$ cat src/rtl/muldiv_unit.sv
// muldiv_unit: iterative RV32M multiply/divide unit.
//   Radix-2 shift-add multiply and restoring divide on operand magnitudes,
//   with a sign fix-up at the end. One accepted op runs DATA_WIDTH CALC cycles
//   plus one DONE cycle, so start in cycle 0 gives done in cycle 33.
// Ports:
//   clk, rst_n         clock, asynchronous active-low reset
//   start              request pulse, sampled only in IDLE
//   funct3             RV32M op select (MUL..REMU)
//   rs1_val, rs2_val   operands A and B
//   rd_in              destination register
//   flush              synchronous abort of the in-flight op
//   busy               high in CALC and DONE
//   done               one-cycle completion strobe
//   result             result, held until replaced by the next completion
//   rd_out             latched destination register
//   we                 register file write enable (suppressed for rd 0)
// Configuration:
//   MULDIV_DIV_EN      define to build the divider (DIV/DIVU/REM/REMU). When
//                      undefined, funct3[2]=1 ops complete with result 0, we 0.
module muldiv_unit #(
  parameter int DATA_WIDTH          = 32,
  parameter int REG_FILE_ADDR_WIDTH = 5
) (
  input  logic                           clk,
  input  logic                           rst_n,
  input  logic                           start,
  input  logic [2:0]                     funct3,
  input  logic [DATA_WIDTH-1:0]          rs1_val,
  input  logic [DATA_WIDTH-1:0]          rs2_val,
  input  logic [REG_FILE_ADDR_WIDTH-1:0] rd_in,
  input  logic                           flush,
  output logic                           busy,
  output logic                           done,
  output logic [DATA_WIDTH-1:0]          result,
  output logic [REG_FILE_ADDR_WIDTH-1:0] rd_out,
  output logic                           we
);

  localparam int W  = DATA_WIDTH;
  localparam int CW = $clog2(W);
  localparam logic [CW-1:0] LAST = CW'(W - 1);

  typedef enum logic [1:0] {IDLE, CALC, DONE} state_t;

  state_t        state;
  logic [CW-1:0] cnt;
  logic [2:0]    op;
  logic [W-1:0]  hi;     // product high half / partial remainder
  logic [W-1:0]  lo;     // multiplier, becoming product low half / dividend becoming quotient
  logic [W-1:0]  opnd;   // multiplicand magnitude / divisor magnitude
  logic          neg_q;  // negate product or quotient at the end
  logic          wr_en;
`ifdef MULDIV_DIV_EN
  logic          neg_r;  // negate remainder at the end
  logic [W:0]    cand;
  logic [W:0]    diff;
`endif

  logic          a_signed, b_signed, a_neg, b_neg;
  logic [W-1:0]  a_mag, b_mag;
  logic [W:0]    sum;
  logic [W-1:0]  hi_n, lo_n;
  logic [2*W-1:0] prod, prod_s;
  logic [W-1:0]  fin;

  // Operand signedness and magnitudes at accept time.
  always_comb begin
    a_signed = funct3[2] ? ~funct3[0] : (funct3[1:0] == 2'b01 || funct3[1:0] == 2'b10);
    b_signed = funct3[2] ? ~funct3[0] : (funct3[1:0] == 2'b01);
    a_neg    = a_signed & rs1_val[W-1];
    b_neg    = b_signed & rs2_val[W-1];
    a_mag    = a_neg ? -rs1_val : rs1_val;
    b_mag    = b_neg ? -rs2_val : rs2_val;
  end

  // One iteration of the datapath plus the final sign fix-up.
  always_comb begin
    sum  = {1'b0, hi} + (lo[0] ? {1'b0, opnd} : '0);
    hi_n = sum[W:1];
    lo_n = {sum[0], lo[W-1:1]};
`ifdef MULDIV_DIV_EN
    cand = {hi, lo[W-1]};
    diff = cand - {1'b0, opnd};
    if (op[2]) begin
      if (cand >= {1'b0, opnd}) begin
        hi_n = diff[W-1:0];
        lo_n = {lo[W-2:0], 1'b1};
      end else begin
        hi_n = cand[W-1:0];
        lo_n = {lo[W-2:0], 1'b0};
      end
    end
`endif
    prod   = {hi_n, lo_n};
    prod_s = neg_q ? -prod : prod;
    fin    = (op[1:0] == 2'b00) ? prod_s[W-1:0] : prod_s[2*W-1:W];
`ifdef MULDIV_DIV_EN
    if (op[2])
      fin = op[1] ? (neg_r ? -hi_n : hi_n) : (neg_q ? -lo_n : lo_n);
`else
    if (op[2])
      fin = '0;
`endif
  end

  always_ff @(posedge clk or negedge rst_n) begin
    if (!rst_n) begin
      state  <= IDLE;
      cnt    <= '0;
      op     <= '0;
      hi     <= '0;
      lo     <= '0;
      opnd   <= '0;
      neg_q  <= 1'b0;
      wr_en  <= 1'b0;
      result <= '0;
      rd_out <= '0;
`ifdef MULDIV_DIV_EN
      neg_r  <= 1'b0;
`endif
    end else begin
      case (state)
        IDLE: begin
          if (start && !flush) begin
            state  <= CALC;
            cnt    <= '0;
            op     <= funct3;
            rd_out <= rd_in;
            hi     <= '0;
            opnd   <= a_mag;
            lo     <= b_mag;
            neg_q  <= a_neg ^ b_neg;
`ifdef MULDIV_DIV_EN
            wr_en  <= (rd_in != '0);
            neg_r  <= a_neg;
            if (funct3[2]) begin
              opnd  <= b_mag;
              lo    <= a_mag;
              // Divide by zero keeps the all-ones quotient unsigned.
              neg_q <= (a_neg ^ b_neg) && (rs2_val != '0);
            end
`else
            wr_en  <= (rd_in != '0) && !funct3[2];
`endif
          end
        end
        CALC: begin
          if (flush) begin
            state <= IDLE;
          end else begin
            hi  <= hi_n;
            lo  <= lo_n;
            cnt <= cnt + 1'b1;
            if (cnt == LAST) begin
              state  <= DONE;
              result <= fin;
            end
          end
        end
        DONE:    state <= IDLE;
        default: state <= IDLE;
      endcase
    end
  end

  // done/we are gated by flush so a flush during DONE still suppresses them.
  assign busy = (state != IDLE);
  assign done = (state == DONE) && !flush;
  assign we   = done && wr_en;

endmodule
$ cat config.mk
export PLATFORM = sky130hd
export DESIGN_NAME = muldiv_unit
export DESIGN_NICKNAME = d
export VERILOG_FILES = /design/src/rtl/muldiv_unit.sv
export SDC_FILE = /design/constraint.sdc
export NUM_CORES = 1
export LEC_CHECK = 0
export CORE_MARGIN = 3
export CORE_UTILIZATION = 35
export CTS_CLUSTER_SIZE = 8
export DETAILED_ROUTE_END_ITERATION = 8
export HOLD_SLACK_MARGIN = 0.06
export SLEW_MARGIN = 5
export SYNTH_ARGS = -nofsm -noshare
export SYNTH_HDL_FRONTEND = slang
export SYNTH_SLANG_ARGS = --single-unit
$ cat constraint.sdc
create_clock -name clk -period 10.2 [get_ports clk]
set_clock_uncertainty 0.15 [all_clocks]
set_input_delay 1.02 -clock clk [delete_from_list [all_inputs] [get_ports clk]]
set_output_delay 1.02 -clock clk [all_outputs]
set_load 0.01 [all_outputs]
==> impl_metrics.env <==
export IMPL_status="finished, final reports clean"
export IMPL_dr_pass1_iters=5
export IMPL_gp_congestion=0.876
export IMPL_hp_class="flop to flop"
export IMPL_end_kind="flop"
export IMPL_antenna_found_initial=0
export IMPL_ant_nets=0
export IMPL_coreArea_sq_um=29100
export IMPL_crit_top_cell="or4_4"
export IMPL_synth_cell_types=84
export IMPL_setup_tns_ns=0
export IMPL_dp_hpwl_mm=22.1
export IMPL_pin_count=116
export IMPL_grt_max_degree=104
export IMPL_dieWidth_um=179
export IMPL_cts_resized=0
export IMPL_maxCapViolCount=0
export IMPL_ys_async_sr_fraction_pct=100
export IMPL_min_path_cells=2
export IMPL_setup_viol=0
export IMPL_vias=9501
export IMPL_std_cell_rows=62
export IMPL_timing_final_crit_share_pct=57.3
export IMPL_synth_top_area_cell="dfrtp_1"
export IMPL_cts_buffers=17
export IMPL_worstPathCellList="and2_1 -> ha_1 -> fa_1 -> a21o_1 -> a221oi_2 -> xnor2_1 -> a21oi_1 -> or4b_2 -> or3_4 -> or4_4 -> or4_4 -> a31o_1 -> o31a_1 -> mux2_4"
export IMPL_avgSynthCellArea_sq_um=8.41
export IMPL_cpLargestDelayFamily="simple AND/OR/NAND/NOR gates"
export IMPL_vdd_drop_max_mv=0.105
export IMPL_r2r_slack_ns=4.36
export IMPL_post_dp_cell_area_sq_um=11900
export IMPL_wire_per_inst_um=17.5
export IMPL_start_util_pct=36.0
export IMPL_clock_fmax_mhz=171
export IMPL_finalCriticalPeriod_ns=5.84
export IMPL_required_ns=10.36
export IMPL_netlist_top_cells_count="nand2_1, o21ai_0, dfrtp_1"
export IMPL_final_max_slew_violation_count=0
export IMPL_dieHeight_um=179
export IMPL_reg2reg_depth=14
export IMPL_htree_num_levels=4
export IMPL_gr_usage_all_layers_pct=19.0
export IMPL_ys_ff_latch=145
export IMPL_rsz0062_at_grt="no"
export IMPL_start_kind="flop"
export IMPL_grt_overflow_total=0
export IMPL_first_global_vias=9258
export IMPL_power_density_nw_per_um2=192
export IMPL_cpMaxStageDelayCell="dfrtp_1"
export IMPL_crit_arrival_ns=6.01
export IMPL_drc=0
export IMPL_avgViaCountPerCell=5.53
export IMPL_clk_latency_ns=0.43
export IMPL_cts_sinks=145
export IMPL_hold_violations=0
export IMPL_synth_ff_type="dfrtp_1"
export IMPL_die_area_sq_um=32100
export IMPL_yosysWarnings=0
export IMPL_yosysMostFrequentCell="nand2_1"
export IMPL_synth_edf_count=0
export IMPL_crit_type="flop to flop"
export IMPL_final_cell_area_sq_um=12600
export IMPL_crit_path_max_fanout=33
export IMPL_cts_tree="built"
export IMPL_yosys_area_top_type_share_pct=34.6
export IMPL_synthTopCellsByArea="dfrtp_1, o21ai_0, nand2_1, xnor2_1, xor2_1"
export IMPL_final_util_pct=43.2
export IMPL_tightest_slew_ns=0.951
export IMPL_drt_iter0_drc=635
export IMPL_netlist_instances=1246
export IMPL_clockBufferDepth=2
export IMPL_slowest_delay_ns=0.67
export IMPL_layout_drive_gt1_share_pct=6.00
export IMPL_hold_buffers=0
export IMPL_fin_hold_ws_ns=0.322
export IMPL_min_from="opnd[31]$_DFFE_PN0P_"
export IMPL_p_leak_nw=5.28
export IMPL_clk_pin_slew_ns=0.06
export IMPL_area_delta_synth_final_pct=19.8
export IMPL_numPortBuffers=115
export IMPL_timing_rr_end="result[29]$_DFFE_PN0P_"
export IMPL_grt_pass1_wl_mm=48.6
export IMPL_yosysSeqAreaShare_pct=34.6
export IMPL_netlist_area_sq_um=10500
export IMPL_critPathBufInv=0
export IMPL_n_antenna_cell=0
export IMPL_max_slew_margin_pct=36.6
export IMPL_r2r_start="lo[0]$_DFFE_PN0P_"
export IMPL_route_final_wire_length_mm=30.1
export IMPL_nNetsFinal=1435
export IMPL_hold_end="opnd[31]$_DFFE_PN0P_"
export IMPL_cts_root_buf="clkbuf_16"
export IMPL_syn_num_nets=1361
export IMPL_post_cts_setup_buffers=0
export IMPL_cp_depth=14
sequential cells by signal, indices dropped and copies added, names as in the netlist:
register,count
cnt,5
result,32
op,3
hi,32
neg_q,1
wr_en,1
opnd,32
state,2
rd_out,5
lo,32
report_power, final:
part	leakage [nW]	switching, mW	internal, mW
Clock	0.313	0.259	0.444
Sequential	1.90	0.119	0.679
Combinational	3.07	0.538	0.372
Total	5.28	0.916	1.50
metal layers:
metal	GRT usage (%)	up-vias	part of all wire (%)
met2	31.8	230	48
met4	5.81	0	2.3
met5	0	-	0
met3	3.45	38	4.6
li1	-	4667	-
met1	25.1	4566	45
worst min-delay path, delay by kind of cell, from the launching register on:
family,cells,cell delay [ns]
flops,1,0.33
simple gates,2,0.10
worst max-delay path by stage:
stage                       from                     end  slack [ns]
2_1_floorplan  lo[0]$_DFFE_PN0P_  result[29]$_DFFE_PN0P_        4.93
3_3_place_gp   lo[0]$_DFFE_PN0P_  result[29]$_DFFE_PN0P_        4.48
3_5_place_dp   lo[0]$_DFFE_PN0P_  result[29]$_DFFE_PN0P_        4.38
4_1_cts        lo[0]$_DFFE_PN0P_  result[29]$_DFFE_PN0P_        4.37
5_1_grt        lo[0]$_DFFE_PN0P_  result[29]$_DFFE_PN0P_        4.05
6_report       lo[0]$_DFFE_PN0P_  result[29]$_DFFE_PN0P_        4.36
cell usage in the layout (no fill, tap or decap), types with 4 or more instances in the layout:
master           netlist  layout
nor2_1                75      73
clkdlybuf4s50_1        0     114
o21a_1                 9       9
clkbuf_16              0      17
mux2i_1                8       8
a31oi_1               10      10
inv_1                 19      19
nand2_1              163     163
nand2b_1              10      10
nand3_1               11      11
nor3_1                24      24
ha_1                  38      38
or4_1                 14      14
a21o_1                 8       8
a22oi_1               27      27
or3_1                  8       8
nor4_1                11      11
buf_4                  0       9
a21oi_1               79      79
bufinv_16              0       5
o41ai_1               13      13
and3_1                 6       6
dfrtp_1              145     145
and2_1                41      41
o31ai_1               35      35
xor2_1                67      67
xnor2_1               68      68
a22o_1                33      33
or2_2                 11      11
a211oi_1               5       5
o211ai_1               4       4
o21ai_0              152     152
nand4_1               13      13
layout make-up:
type	instances	area, sq um
clock inverters	11	201
inverters	19	71.3
clock buffers	21	450
fillers	2903	16500
flip-flops and latches	145	3630
well taps	384	480
multi-input cells	1013	6500
repair buffers	124	1220
stage by stage:
step / std cells / setup slack (ns) / power [mW]
final: 1717 / 4.36 / 2.41
after global routing: 1717 / 4.05 / 2.57
after CTS: 1717 / 4.37 / 2.43
after detailed placement: 1685 / 4.38 / 1.71
after global placement: 1685 / 4.48 / 1.70
after floorplan: 1246 / 4.93 / 1.44
kinds of logic after synthesis:
family | synth area share (%)
adder cells (fa/ha/maj) | 4.73
multiplexers | 1.01
buffers and inverters | 3.55
AND/OR/NAND/NOR | 19.9
AO/OA/AOI/OAI | 24.9
XOR/XNOR | 11.3
flip-flops | 34.6
Power figures use the tool's default switching activity.
